[src/rtl/boot_loader_pkg.sv]
// Shared types and defaults for the boot loader: state encoding and image-format limits.
package boot_loader_pkg;

  localparam int DEF_ADDR_W    = 32;
  localparam int DEF_DATA_W    = 32;
  localparam int DEF_MAX_WORDS = 256;

  typedef enum logic [2:0] {
    ST_IDLE   = 3'd0,
    ST_HEADER = 3'd1,
    ST_LOAD   = 3'd2,
    ST_CHECK  = 3'd3,
    ST_DONE   = 3'd4,
    ST_ERROR  = 3'd5
  } bootState_t;

  function automatic logic isBusy(input bootState_t s);
    return (s == ST_HEADER) || (s == ST_LOAD) || (s == ST_CHECK);
  endfunction

endpackage

[src/rtl/boot_loader_if.sv]
// Word-source stream plus instruction-memory write port seen by the boot loader.
interface boot_loader_if
  import boot_loader_pkg::*;
#(
  parameter int ADDR_W = DEF_ADDR_W,
  parameter int DATA_W = DEF_DATA_W
);

  logic [DATA_W-1:0] in_data;
  logic              in_valid;
  logic              in_ready;
  logic [ADDR_W-1:0] mem_address;
  logic [DATA_W-1:0] mem_data;
  logic              mem_we;
  logic              mem_cs;

  modport master (
    input  in_data, in_valid,
    output in_ready, mem_address, mem_data, mem_we, mem_cs
  );

  modport slave (
    output in_data, in_valid,
    input  in_ready, mem_address, mem_data, mem_we, mem_cs
  );

endinterface

[src/rtl/boot_loader_checksum.sv]
// Running modulo-2^DATA_W sum of image words with clear/add and an equality compare.
module boot_checksum
#(
  parameter int DATA_W = 32
) (
  input  logic              clock,
  input  logic              reset,
  input  logic              clear,
  input  logic              add,
  input  logic [DATA_W-1:0] addend,
  input  logic [DATA_W-1:0] compareWord,
  output logic              match
);

  logic [DATA_W-1:0] sumQ;

  always_ff @(posedge clock or negedge reset) begin
    if (!reset) begin
      sumQ <= '0;
    end else if (clear) begin
      sumQ <= '0;
    end else if (add) begin
      sumQ <= sumQ + addend;
    end
  end

  assign match = (sumQ == compareWord);

endmodule

[src/rtl/boot_loader.sv]
// Streams a length-prefixed program image into instruction memory, then releases the core.
// BOOT_CHECKSUM_EN adds a trailing checksum word checked in CHECK before release.
//
//  state  | meaning
//  IDLE   | waiting for start after reset
//  HEADER | accepting the length word N
//  LOAD   | accepting image words, one memory write per transfer
//  CHECK  | accepting the checksum word (BOOT_CHECKSUM_EN only)
//  DONE   | image in memory, core released once the last write has landed
//  ERROR  | bad length or checksum; start retries from HEADER
module boot_loader
  import boot_loader_pkg::*;
#(
  parameter int                ADDR_W    = DEF_ADDR_W,
  parameter int                DATA_W    = DEF_DATA_W,
  parameter logic [ADDR_W-1:0] BASE_ADDR = '0,
  parameter int                MAX_WORDS = DEF_MAX_WORDS
) (
  input  logic              clock,
  input  logic              reset,
  input  logic              start,
  boot_loader_if.master     bus,
  output logic              cpu_reset,
  output logic              cpu_run,
  output logic              busy,
  output logic              error,
  output logic [ADDR_W-1:0] words_loaded
);

  bootState_t        stateQ, stateD;
  logic [ADDR_W-1:0] lenQ;
  logic [ADDR_W-1:0] countQ;
  logic [ADDR_W-1:0] addrQ;
  logic [DATA_W-1:0] dataQ;
  logic              weQ;
  logic              inReady;
  logic              clearLoad;
  logic              latchLen;
  logic              writeTake;
  logic              lastWord;

  assign lastWord = (countQ == lenQ - ADDR_W'(1));

`ifdef BOOT_CHECKSUM_EN
  logic sumMatch;

  boot_checksum #(.DATA_W(DATA_W)) uChecksum (
    .clock       (clock),
    .reset       (reset),
    .clear       (clearLoad),
    .add         (writeTake),
    .addend      (bus.in_data),
    .compareWord (bus.in_data),
    .match       (sumMatch)
  );
`endif

  always_ff @(posedge clock or negedge reset) begin
    if (!reset) begin
      stateQ <= ST_IDLE;
    end else begin
      stateQ <= stateD;
    end
  end

  always_comb begin
    stateD    = stateQ;
    inReady   = 1'b0;
    clearLoad = 1'b0;
    latchLen  = 1'b0;
    writeTake = 1'b0;
    case (stateQ)
      ST_IDLE: begin
        if (start) begin
          stateD    = ST_HEADER;
          clearLoad = 1'b1;
        end
      end
      ST_HEADER: begin
        inReady = 1'b1;
        if (bus.in_valid) begin
          if (bus.in_data == '0) begin
            stateD = ST_DONE;
          end else if (bus.in_data > DATA_W'(MAX_WORDS)) begin
            stateD = ST_ERROR;
          end else begin
            stateD   = ST_LOAD;
            latchLen = 1'b1;
          end
        end
      end
      ST_LOAD: begin
        inReady = 1'b1;
        if (bus.in_valid) begin
          writeTake = 1'b1;
          if (lastWord) begin
`ifdef BOOT_CHECKSUM_EN
            stateD = ST_CHECK;
`else
            stateD = ST_DONE;
`endif
          end
        end
      end
`ifdef BOOT_CHECKSUM_EN
      ST_CHECK: begin
        inReady = 1'b1;
        if (bus.in_valid) begin
          stateD = sumMatch ? ST_DONE : ST_ERROR;
        end
      end
`endif
      ST_DONE: begin
        stateD = ST_DONE;
      end
      ST_ERROR: begin
        if (start) begin
          stateD    = ST_HEADER;
          clearLoad = 1'b1;
        end
      end
      default: begin
        stateD = ST_IDLE;
      end
    endcase
  end

  // Write register: a transfer in LOAD becomes a one-cycle strobe on the next clock.
  always_ff @(posedge clock or negedge reset) begin
    if (!reset) begin
      lenQ   <= '0;
      countQ <= '0;
      addrQ  <= BASE_ADDR;
      dataQ  <= '0;
      weQ    <= 1'b0;
    end else begin
      weQ <= writeTake;
      if (latchLen) begin
        lenQ <= ADDR_W'(bus.in_data);
      end
      if (clearLoad) begin
        countQ <= '0;
      end else if (writeTake) begin
        countQ <= countQ + ADDR_W'(1);
      end
      if (writeTake) begin
        addrQ <= BASE_ADDR + countQ;
        dataQ <= bus.in_data;
      end
    end
  end

  assign bus.in_ready    = inReady;
  assign bus.mem_we      = weQ;
  assign bus.mem_cs      = ~weQ;
  assign bus.mem_address = addrQ;
  assign bus.mem_data    = dataQ;

  // The core is held until the final write strobe has retired.
  assign cpu_run      = (stateQ == ST_DONE) & ~weQ;
  assign cpu_reset    = ~cpu_run;
  assign busy         = isBusy(stateQ);
  assign error        = (stateQ == ST_ERROR);
  assign words_loaded = countQ;

endmodule

[src/flat_wrapper.sv]
// flat-port wrapper written by rule: the top's interface ports become plain ports
module boot_loader_flat import boot_loader_pkg::*;
#(
  parameter int                ADDR_W    = DEF_ADDR_W,
  parameter int                DATA_W    = DEF_DATA_W,
  parameter logic [ADDR_W-1:0] BASE_ADDR = '0,
  parameter int                MAX_WORDS = DEF_MAX_WORDS
)
  (clock, reset, start, cpu_reset, cpu_run, busy, error, words_loaded, bus_in_data, bus_in_valid, bus_in_ready, bus_mem_address, bus_mem_data, bus_mem_we, bus_mem_cs);
  boot_loader_if #(.ADDR_W(ADDR_W), .DATA_W(DATA_W)) bus_i ();
  input  logic clock;
  input  logic reset;
  input  logic start;
  output logic cpu_reset;
  output logic cpu_run;
  output logic busy;
  output logic error;
  output logic [ADDR_W-1:0] words_loaded;
  input wire logic [$bits(bus_i.in_data)-1:0] bus_in_data;
  input wire logic [$bits(bus_i.in_valid)-1:0] bus_in_valid;
  output wire logic [$bits(bus_i.in_ready)-1:0] bus_in_ready;
  output wire logic [$bits(bus_i.mem_address)-1:0] bus_mem_address;
  output wire logic [$bits(bus_i.mem_data)-1:0] bus_mem_data;
  output wire logic [$bits(bus_i.mem_we)-1:0] bus_mem_we;
  output wire logic [$bits(bus_i.mem_cs)-1:0] bus_mem_cs;
  assign bus_i.in_data = bus_in_data;
  assign bus_i.in_valid = bus_in_valid;
  assign bus_in_ready = bus_i.in_ready;
  assign bus_mem_address = bus_i.mem_address;
  assign bus_mem_data = bus_i.mem_data;
  assign bus_mem_we = bus_i.mem_we;
  assign bus_mem_cs = bus_i.mem_cs;
  boot_loader #(.ADDR_W(ADDR_W), .DATA_W(DATA_W), .BASE_ADDR(BASE_ADDR), .MAX_WORDS(MAX_WORDS)) u_core (.clock(clock), .reset(reset), .start(start), .bus(bus_i), .cpu_reset(cpu_reset), .cpu_run(cpu_run), .busy(busy), .error(error), .words_loaded(words_loaded));
endmodule
[config.mk]
export PLATFORM = sky130hd
export DESIGN_NAME = boot_loader_flat
export DESIGN_NICKNAME = d
export VERILOG_FILES = /design/src/rtl/boot_loader_pkg.sv /design/src/rtl/boot_loader_if.sv /design/src/rtl/boot_loader_checksum.sv /design/src/rtl/boot_loader.sv /design/src/flat_wrapper.sv
export SDC_FILE = /design/constraint.sdc
export NUM_CORES = 1
export LEC_CHECK = 0
export ABC_AREA = 1
export CORE_MARGIN = 2
export CORE_UTILIZATION = 56
export DETAILED_ROUTE_END_ITERATION = 16
export GPL_ROUTABILITY_DRIVEN = 0
export PLACE_DENSITY = 0.86
export SLEW_MARGIN = 0
export SYNTH_ARGS = -nofsm -noshare
export SYNTH_HDL_FRONTEND = slang
export SYNTH_HIERARCHICAL = 1
export SYNTH_SLANG_ARGS = --single-unit
[constraint.sdc]
create_clock -name clock -period 4.21 [get_ports clock]
set_input_delay 0.421 -clock clock [delete_from_list [all_inputs] [get_ports clock]]
set_output_delay 0.421 -clock clock [all_outputs]
set_load 0.05 [all_outputs]
==> results.yml <==
setup_path:
  cp_data_required_time_ns: 4.52
  critPathMaxFanout: 51
  critPathTopFamily: "simple AND/OR/NAND/NOR gates"
  cp_num_buf_inv: 2
  crit_chain: "nor3_2 -> nand2_4 -> inv_2 -> nand3_1 -> nor2_1 -> inv_1 -> nor2_1 -> a21oi_1 -> o21a_1"
  path_class: "flop to flop"
  crit_path_end: "u_core/words_loaded[28]"
  cpMostUsedCell: "nor2_1"
  r2r_slack_ns: 1.39
  r2r-end: "u_core/words_loaded[28]"
  r2r_cells: 9
  crit_path_end_kind: "flop"
  worstPathArrival_ns: 3.12
  worstSetupPathDepth: 9
  slowest_delay_ns: 0.67
  rr_startpoint: "u_core/stateQ[2]"
  crit_start: "u_core/stateQ[2]"
  slowest_stage: "inv_2"
  crit_path_start_kind: "flop"
logic_synthesis:
  synth_mux_area_frac: 0
  yosys.area_share.simple: 0.324
  synthAdderAreaFrac: 0.00360
  synth_flop_cell: "dfrtp_1"
  synthArstFlopShare: 1.00
  synth.net_count: 974
  avgSynthCellArea_um2: 7.42
  synth_seq_cells: 132
  synth_top_cells_by_area: "dfrtp_1 (48%), nand2_1 (17%), inv_1 (6.1%)"
  synth_cells: 936
  synth-edff-count: 0
  ys_seq_area_frac: 0.476
  synth-compound-area-share: 0.0776
  synth_warnings: 6
  synth_top_area_frac: 0.476
  synth_xor_area_frac: 0.0403
  synth.distinct_cells: 38
  synth_top_family_by_area: "simple AND/OR/NAND/NOR gates"
  netlist_area_um2: 6950
  synth_area_leader_cell: "dfrtp_1"
floorplanning:
  fp.dieH_um: 115
  initial_core_util: 0.576
  core.rowCount: 40
  core_um2: 12100
  die-area_um2: 13300
  die_w_um: 115
  num_io_pins: 139
timing:
  max_freq_mhz: 355
  finalHoldViolations: 0
  fin_skew_ns: 0.00697
  post-route-period-util: 0.669
  worst_slew_pin_slew_ns: 1.00
  maxSlewViolCount: 0
  setup_viol: 0
  timing.slew.headroom: 0.331
  setup_tns_ns: 0
  grt_setup_unrepaired: "false"
  min_period_ns: 2.82
final_layout:
  final_nets: 1110
  n_antenna_cell: 0
  area_growth_pct: 30.3
  fillers: 906
  drive_gt1_frac: 0.0646
clocking:
  clk_latency_ns: 0.42
  cts_resized: 0
  cts_tree: "built"
  clock_sinks: 132
  clk_path_buf_depth: 2
  clk_pin_slew_worst_paths_ns: 0.06
  post_cts_buffers: 0
  htreeDepth: 4
  cts_buffers: 17
  clockRootBuffer: "clkbuf_16"
  hold_buffers: 0
global_route:
  grt_max_degree: 81
  grtUsageTotal: 0.310
  grt_overflow_total: 0
  grt_pass1_wl_um: 31900
  antenna_found_initial: 0
  grt_pass1_vias: 6661
detailed_routing:
  vias: 6737
  wl_um: 19600
  vias_per_cell: 5.38
  wl_per_cell_um: 15.7
  drt-initial-drc-count: 728
  drc: 0
  drt_first_pass_iters: 6
  antenna_left: 0
worst_hold_path:
  hp-class: "input pin to async pin"
status:
  outcome: "completed"
flow_run:
  cap_violations: 0
placed_design:
  dp_hpwl_um: 13500
  io_buffers: 138
pwr:
  power.density_nw_per_um2: 357
  fin_total_pwr_mw: 3.23
  power_leakage_nw: 4.65
  peakVddDrop_mv: 0.329
==> per-stage QoR <==
| stage | util | hold slack [ns] | instances | setup WS [ns] | area (um2) |
|---|---|---|---|---|---|
| finish | 0.750 | 0.171 | 1252 | 1.39 | 9050 |
| global route | 0.750 | 0.274 | 1252 | 1.20 | 9050 |
| CTS | 0.750 | 0.225 | 1252 | 1.44 | 9050 |
| detailed placement | 0.702 | 0.465 | 1221 | 1.44 | 8470 |
| global placement | 0.702 | 0.461 | 1221 | 1.52 | 8470 |
| floorplan | - | 0.125 | 936 | 1.80 | 6950 |
==> worst reg2reg max path, cell delays in order, from the launching register on <==
cell,delay [ns]
dfrtp_1,0.44
nor3_2,0.38
nand2_4,0.38
inv_2,0.70
nand3_1,0.23
nor2_1,0.14
inv_1,0.08
nor2_1,0.14
a21oi_1,0.09
o21a_1,0.11
==> routing by layer <==
| metal | wire [um] | up-vias | track usage | share of wire |
|---|---|---|---|---|
| met5 | 0 | - | 0 | 0 |
| met4 | 541 | 0 | 0.133 | 0.028 |
| met3 | 1640 | 53 | 0.0886 | 0.083 |
| met2 | 9300 | 320 | 0.496 | 0.47 |
| met1 | 8130 | 3163 | 0.395 | 0.41 |
| li1 | - | 3201 | - | - |
==> power by group <==
group,switching (mW),internal [mW]
Sequential,0.0323,1.29
Combinational,0.316,0.151
Clock,0.529,0.913
Total,0.877,2.35
==> cells by family after synthesis <==
group           Yosys count
compound gates          101
fa+ha+maj                 2
xor+xnor                 32
flops                   132
simple gates            528
buf+inv                 141
==> flip-flops by register name, summed over array words and instances, names as in the netlist <==
register                flops
u_core/bus.mem_address     32
u_core/bus.mem_data        32
u_core/bus.mem_we           1
u_core/lenQ                32
u_core/stateQ               3
u_core/words_loaded        32
==> cell usage after synthesis (7+ instances only) <==
cell type,count
nand2_1,311
dfrtp_1,132
inv_1,112
nor2_1,106
o21ai_0,62
nand3_1,35
a21oi_1,26
xor2_1,20
nor3_1,17
clkbuf_1,14
nand4_1,13
xnor2_1,12
nor2_2,10
buf_2,8
nand2_2,8
nand3b_1,7
==> layout make-up <==
class	instances	area [um2]	share of cell area
well taps	168	210	0.0232
repair buffers	142	1420	0.157
clock buffers	23	478	0.0528
inverters	116	435	0.0481
clock inverters	8	101	0.0112
flip-flops and latches	132	3300	0.365
multi-input cells	663	3100	0.343
==> cell usage in the layout (no fill, tap or decap), types with 3 or more instances in the layout <==
| cell | count |
|---|---|
| nand2_1 | 310 |
| clkdlybuf4s50_1 | 137 |
| dfrtp_1 | 132 |
| inv_1 | 112 |
| nor2_1 | 106 |
| o21ai_0 | 62 |
| nand3_1 | 35 |
| a21oi_1 | 26 |
| xor2_1 | 20 |
| clkbuf_16 | 17 |
| nor3_1 | 17 |
| nand4_1 | 13 |
| xnor2_1 | 12 |
| nor2_2 | 10 |
| nand2_2 | 8 |
| nand3b_1 | 7 |
| buf_4 | 4 |
| nor2_4 | 4 |
| inv_2 | 4 |
| nor4_1 | 4 |
| nor3_2 | 4 |
| clkbuf_8 | 3 |
| clkbuf_1 | 3 |
| clkinvlp_4 | 3 |
| or2_2 | 3 |
| o21ai_1 | 3 |
| and3_1 | 3 |
==> worst min-delay path by stage <==
| stage | depth (start not counted) | startpoint | endpoint | slack, ns |
|---|---|---|---|---|
| floorplan | 0 | reset | u_core/bus.mem_address[0] | 0.13 |
| global placement | 2 | u_core/bus.mem_data[16] | u_core/bus.mem_data[16] | 0.46 |
| detailed placement | 2 | u_core/bus.mem_address[28] | u_core/bus.mem_address[28] | 0.46 |
| CTS | 1 | reset | u_core/lenQ[10] | 0.23 |
| global route | 1 | reset | u_core/bus.mem_data[5] | 0.27 |
| finish | 1 | reset | u_core/bus.mem_data[5] | 0.17 |
No activity file was read; power rests on OpenSTA's default activity.
